### src/rtl/ramp_gen_pkg.sv
// Shared definitions for the ramp generator: mode encodings on the mode input.
// Used by ramp_gen and its bench.
package ramp_gen_pkg;

    localparam logic [1:0] MODE_UP   = 2'b00;
    localparam logic [1:0] MODE_DN   = 2'b01;
    localparam logic [1:0] MODE_TRI  = 2'b10;
    localparam logic [1:0] MODE_HOLD = 2'b11;

endpackage

### src/rtl/ramp_gen_tick.sv
// Prescaler for ramp_gen: one tick every DIV enabled cycles.
// The count freezes while disabled, so a paused period resumes where it stopped.
module ramp_gen_tick #(
    parameter int DIV = 1
) (
    input  logic i_clk,
    input  logic i_rst,
    input  logic i_en,
    output logic o_tick
);

    localparam int CW = (DIV > 1) ? $clog2(DIV) : 1;
    localparam logic [CW-1:0] LAST = CW'(DIV - 1);

    logic [CW-1:0] r_cnt;
    logic          w_last;

    assign w_last = (r_cnt == LAST);
    assign o_tick = i_en && w_last;

    always_ff @(posedge i_clk) begin
        if (i_rst) begin
            r_cnt <= '0;
        end else if (i_en) begin
            r_cnt <= w_last ? '0 : r_cnt + 1'b1;
        end
    end

endmodule

### src/rtl/ramp_gen.sv
// Sawtooth/triangle ramp generator bounded by [lo,hi], stepping on a prescaled tick.
// Triangle mode is built only when RAMP_GEN_TRIANGLE_EN is defined; otherwise mode 10 is saw-up.
module ramp_gen
    import ramp_gen_pkg::*;
#(
    parameter int WIDTH = 16,
    parameter int DIV   = 1
) (
    input  logic             i_clk,
    input  logic             i_rst,
    input  logic             i_en,
    input  logic [1:0]       i_mode,
    input  logic [WIDTH-1:0] i_step,
    input  logic [WIDTH-1:0] i_lo,
    input  logic [WIDTH-1:0] i_hi,
    output logic [WIDTH-1:0] o_ramp,
    output logic             o_wrap
);

    logic [WIDTH-1:0] r_ramp;
    logic             r_wrap;
    logic             w_tick;

    logic [WIDTH:0]   w_sum;
    logic [WIDTH:0]   w_floor;
    logic             w_over;
    logic             w_below;
    logic             w_bad_lim;
    logic             w_out;
    logic             w_freeze;
    logic             w_mode_dn;
    logic [WIDTH-1:0] w_nxt_ramp;
    logic             w_nxt_wrap;

    ramp_gen_tick #(.DIV(DIV)) u_tick (
        .i_clk  (i_clk),
        .i_rst  (i_rst),
        .i_en   (i_en),
        .o_tick (w_tick)
    );

    // Compares are one bit wider so a large step can never wrap silently.
    assign w_sum     = {1'b0, r_ramp} + {1'b0, i_step};
    assign w_floor   = {1'b0, i_lo} + {1'b0, i_step};
    assign w_over    = w_sum > {1'b0, i_hi};
    assign w_below   = {1'b0, r_ramp} < w_floor;
    assign w_bad_lim = i_lo > i_hi;
    assign w_out     = (r_ramp < i_lo) || (r_ramp > i_hi);
    assign w_freeze  = (i_mode == MODE_HOLD) || (i_step == '0);
    assign w_mode_dn = (i_mode == MODE_DN);

`ifdef RAMP_GEN_TRIANGLE_EN
    logic r_dn;
    logic r_tri_act;
    logic w_tri;
    logic w_dn;
    logic w_nxt_dn;

    assign w_tri = (i_mode == MODE_TRI);
    // A stale direction is ignored unless the previous tick was also triangle.
    assign w_dn  = r_dn && r_tri_act;
`endif

    always_comb begin
        w_nxt_ramp = r_ramp;
        w_nxt_wrap = 1'b0;
`ifdef RAMP_GEN_TRIANGLE_EN
        w_nxt_dn   = w_dn;
`endif
        if (w_bad_lim) begin
            w_nxt_ramp = i_lo;
        end else if (!w_freeze) begin
            if (w_out) begin
                w_nxt_ramp = w_mode_dn ? i_hi : i_lo;
`ifdef RAMP_GEN_TRIANGLE_EN
                w_nxt_dn   = 1'b0;
`endif
            end else if (w_mode_dn) begin
                if (w_below) begin
                    w_nxt_ramp = i_hi;
                    w_nxt_wrap = 1'b1;
                end else begin
                    w_nxt_ramp = r_ramp - i_step;
                end
`ifdef RAMP_GEN_TRIANGLE_EN
            end else if (w_tri && w_dn) begin
                if (w_below) begin
                    w_nxt_ramp = i_lo;
                    w_nxt_wrap = 1'b1;
                    w_nxt_dn   = 1'b0;
                end else begin
                    w_nxt_ramp = r_ramp - i_step;
                end
            end else if (w_tri) begin
                if (w_over) begin
                    w_nxt_ramp = i_hi;
                    w_nxt_dn   = 1'b1;
                end else begin
                    w_nxt_ramp = w_sum[WIDTH-1:0];
                end
`endif
            end else begin
                if (w_over) begin
                    w_nxt_ramp = i_lo;
                    w_nxt_wrap = 1'b1;
                end else begin
                    w_nxt_ramp = w_sum[WIDTH-1:0];
                end
            end
        end
    end

    always_ff @(posedge i_clk) begin
        if (i_rst) begin
            r_ramp <= '0;
            r_wrap <= 1'b0;
        end else begin
            r_wrap <= 1'b0;
            if (w_tick) begin
                r_ramp <= w_nxt_ramp;
                r_wrap <= w_nxt_wrap;
            end
        end
    end

`ifdef RAMP_GEN_TRIANGLE_EN
    always_ff @(posedge i_clk) begin
        if (i_rst) begin
            r_dn      <= 1'b0;
            r_tri_act <= 1'b0;
        end else if (w_tick) begin
            r_dn      <= w_nxt_dn;
            r_tri_act <= w_tri;
        end
    end
`endif

    assign o_ramp = r_ramp;
    assign o_wrap = r_wrap;

endmodule

### config.mk
export PLATFORM = sky130hd
export DESIGN_NAME = ramp_gen
export DESIGN_NICKNAME = d
export VERILOG_FILES = /design/src/rtl/ramp_gen_pkg.sv /design/src/rtl/ramp_gen_tick.sv /design/src/rtl/ramp_gen.sv
export SDC_FILE = /design/constraint.sdc
export NUM_CORES = 1
export LEC_CHECK = 0
export CAP_MARGIN = 20
export CELL_PAD_IN_SITES_DETAIL_PLACEMENT = 1
export CELL_PAD_IN_SITES_GLOBAL_PLACEMENT = 2
export CORE_MARGIN = 2
export CORE_UTILIZATION = 34
export CTS_BUF_LIST = sky130_fd_sc_hd__clkbuf_2
export CTS_CLUSTER_DIAMETER = 60
export DETAILED_ROUTE_END_ITERATION = 6
export PLACE_DENSITY_LB_ADDON = 0.1
export SYNTH_ARGS = -nofsm -noshare
export SYNTH_HDL_FRONTEND = slang
export SYNTH_SLANG_ARGS = --single-unit
### constraint.sdc
create_clock -name i_clk -period 6.1 [get_ports i_clk]
set_clock_uncertainty 0.2 [all_clocks]
set_input_delay 1.83 -clock i_clk [delete_from_list [all_inputs] [get_ports i_clk]]
set_output_delay 1.83 -clock i_clk [all_outputs]
set_load 0.02 [all_outputs]
==> impl_metrics.tcl, run 1 <==
set metrics [dict create \
    cts_root_buffer "clkbuf_2" \
    setup_viol 0 \
    synth-edff-count 0 \
    viasPerCell 5.946 \
    path_cells "clkdlybuf4s15_1 -> ha_4 -> buf_4 -> a211oi_2 -> buf_4 -> o21bai_4 -> a31oi_4 -> nor2b_2 -> o21ai_2 -> nand2b_1 -> a21oi_2 -> xor2_1 -> ha_2 -> o21ai_1 -> a221oi_2 -> o2111ai_1 -> a21o_1 -> or2_4 -> and3_1 -> a2111oi_2 -> o21ai_1" \
    fp.coreArea_sq_mm 0.01600 \
    ys_seq_elements 17 \
    globalRouteOverflowTotal 0 \
    min_from "o_ramp[0]" \
    gp_congestion 0.9287 \
    maxSlewHeadroom 0.3847 \
    r2r-end "o_ramp[0]" \
    rr_worst_depth 18 \
    required_ns 6.18 \
    cts.sinks 17 \
    ant_nets 0 \
    grt_pass1_wl_microns 40900 \
    drt_iter0_drc 341 \
    cp_slowest_cell "or2_4" \
    hold_path_depth 2 \
    htreeDepth 1 \
    drt-wirelength-per-cell_microns 23.57 \
    r2r-start "o_ramp[5]" \
    yosys_warnings 0 \
    dpl.hpwl_microns 22670 \
    io_buffers 69 \
    crit_fanout 7 \
    cts_inserted_buffers 3 \
    critPathLaunchType "primary input" \
    layout_min_cycle_time_ns 5.891 \
    p_per_area_mw_per_mm2 184.2 \
    tightest_slew_ns 0.9229 \
    critPathMaxStageDelay_ns 0.34 \
    hp-class "reg -> reg" \
    end_kind "register" \
    p_leak_uw 0.003751 \
    violations "DRC" \
    synth_nets 916 \
    maxCapViolCount 0 \
    status "complete, but fails checks" \
    synth-async-reset-ratio 0 \
    slew_viol_final 0 \
    avgSynthCellArea_sq_um 7.643 \
    rows 46 \
    ys_dominant_reg_cell "dfxtp_1" \
    synth-seq-area-share 0.06058 \
    min_period_over_period 0.9657 \
    reg2reg_slack_ns 1.33 \
    grt_pass1_vias 7194 \
    firstDrtPassIters 7 \
    clk_pin_slew_ns 0.22 \
    die_area_sq_mm 0.01757 \
    routed_wirelength_microns 26940 \
    synth.distinct_cells 78 \
    hold_violations 0 \
    grt_usage 0.2992 \
    start_util 0.3511 \
    finish.net_count 1108 \
    syn2layout_area_growth_pct 38.42 \
    antenna_found_initial 1 \
    clock_latency_ns 0.36 \
    synth_area_sq_mm 0.005618 \
    dieWidth_microns 132.5 \
    vdd_drop_max_v 0.00007463 \
    min_to "o_ramp[0]" \
    critPathArrivalTime_ns 5.97 \
    max_freq_mhz 169.7 \
    via_count 6796 \
    cts_tree "done" \
    p_total_uw 1432 \
    die_y_microns 132.5 \
    drive_gt1_frac 0.2300 \
    io_pins 70 \
    max-clock-path-buffers 2 \
    ctsHoldBuffers 0 \
    grt_max_degree 21 \
    syn-instance-count 735 \
    worstSetupPathType "in -> reg" \
    finalSetupTns_ns 0 \
    drc 7 \
]
==> cell type report <==
cell class | count | area, sq um
Antenna cell | 1 | 2.502
Clock buffer | 4 | 20.02
Fill cell | 2043 | 8224
Inverter | 68 | 255.2
Multi-Input combinational cell | 622 | 5034
Sequential cell | 17 | 340.3
Tap cell | 216 | 270.3
Timing Repair Buffer | 215 | 1854
==> state kept, by name, summed over array words and instances (netlist names) <==
name / flops
o_ramp: 16
o_wrap: 1
==> worst max-delay path by stage <==
stage	start	endpoint	slack, ns	cells past startpoint
floorplan	i_step[0]	o_ramp[15]	0.30	19
global placement	i_step[1]	o_ramp[12]	-0.49	22
detailed placement	i_step[1]	o_ramp[15]	-0.83	21
CTS	i_step[5]	o_ramp[14]	0.01	22
global route	i_step[2]	o_ramp[14]	-0.02	22
finish	i_step[2]	o_ramp[0]	0.21	21
==> where the power goes <==
| group | switching (uW) | internal (uW) | leakage [uW] |
|---|---|---|---|
| registers | 51.2 | 125 | 0.000140 |
| logic | 634 | 553 | 0.00359 |
| clock network | 50.9 | 17.3 | 0.0000166 |
==> Yosys cell counts (11+ instances only) <==
library cell / n / share of area
a211oi_1: 16 / 0.021
a21o_1: 14 / 0.019
a21oi_1: 44 / 0.039
a221oi_1: 11 / 0.017
clkbuf_1: 14 / 0.0094
dfxtp_1: 17 / 0.061
ha_1: 125 / 0.28
inv_1: 68 / 0.045
mux2i_1: 11 / 0.020
nand2_1: 54 / 0.036
nand3_1: 13 / 0.012
nand4_1: 12 / 0.013
nor2_1: 44 / 0.029
nor3_1: 27 / 0.024
o211ai_1: 17 / 0.023
o21ai_0: 34 / 0.030
o221ai_1: 18 / 0.028
xnor2_1: 16 / 0.025
xor2_1: 20 / 0.031
==> cells in the final DEF, fill, tap and decap left out, types with 4 or more instances in the layout <==
master,instances
a211oi_1,14
a21o_1,14
a21oi_1,39
a21oi_2,7
a221oi_1,9
a22oi_1,7
and3_1,9
buf_4,141
clkbuf_2,7
clkdlybuf4s50_1,50
dfxtp_1,17
dlymetal6s2s_1,15
ha_1,117
ha_2,6
inv_1,68
mux2i_1,11
nand2_1,54
nand2b_1,9
nand3_1,12
nand3b_1,4
nand4_1,12
nor2_1,44
nor2b_1,9
nor3_1,25
nor3b_1,4
nor4_1,10
o211ai_1,17
o21a_1,9
o21ai_0,29
o21ai_1,6
o21bai_1,4
o221ai_1,16
or3_1,4
xnor2_1,15
xor2_1,20
==> worst max-delay path, delay by kind of cell <==
kind                     cells  cell delay, ns
adder cells (fa/ha/maj)      2            0.63
AND/OR/NAND/NOR              4            0.73
XOR/XNOR                     1            0.10
AO/OA/AOI/OAI               11            2.07
buffers and inverters        3            0.60
==> logic make-up (layout without fill, tap and decap cells) <==
kind of cell | count (synthesis) | in the layout | share of synthesized area
buffers and inverters | 96 | 287 | 0.07171
XOR/XNOR | 36 | 36 | 0.05612
adder cells (fa/ha/maj) | 128 | 128 | 0.2891
multiplexers | 13 | 13 | 0.02361
other | 0 | 1 | 0
AO/OA/AOI/OAI | 227 | 227 | 0.3016
AND/OR/NAND/NOR | 218 | 218 | 0.1973
flip-flops | 17 | 17 | 0.06058
==> per-layer routing <==
layer | track usage | wire length (microns) | up-vias
met2 | 0.5173 | 12810 | 217
met5 | 0 | 0 | -
li1 | - | - | 3150
met3 | 0.03487 | 1464 | 48
met4 | 0.09916 | 812 | 0
met1 | 0.3857 | 11850 | 3381
==> stage by stage <==
step	area [sq um]	hold slack (ns)	util	instances	setup WS (ns)
after floorplan	5618	0.3711	-	735	0.2977
after global placement	7476	0.3855	0.4672	1127	-0.4924
after detailed placement	7476	0.3927	0.4672	1127	-0.8350
after CTS	7600	0.4167	0.4750	1137	0.009504
after global routing	7776	0.4340	0.4860	1143	-0.01814
final	7776	0.4367	0.4860	1143	0.2089
==> timing repair <==
| item | CTS | global route |
|---|---|---|
| pin swaps | 14 | 20 |
| endpoints found under the setup margin | 17 | 17 |
| gates resized for setup | 18 | 45 |
| buffers inserted | 6 | 5 |
Note: power is estimated with default switching activity, not from simulation.
==> run 2, diff against run 1 <==
--- a/constraint.sdc
+++ b/constraint.sdc
@@ -3,3 +3,3 @@
 set_input_delay 1.83 -clock i_clk [delete_from_list [all_inputs] [get_ports i_clk]]
 set_output_delay 1.83 -clock i_clk [all_outputs]
-set_load 0.02 [all_outputs]
+set_load 0.1 [all_outputs]
==> results of run 2 <==
Same layout as run 1 (identical final DEF). Status: complete, but fails checks: DRC.
Main changes from that run: total power 1432 uW -> 1518 uW; worst IR drop on VDD 0.00007463 V -> 0.00008232 V
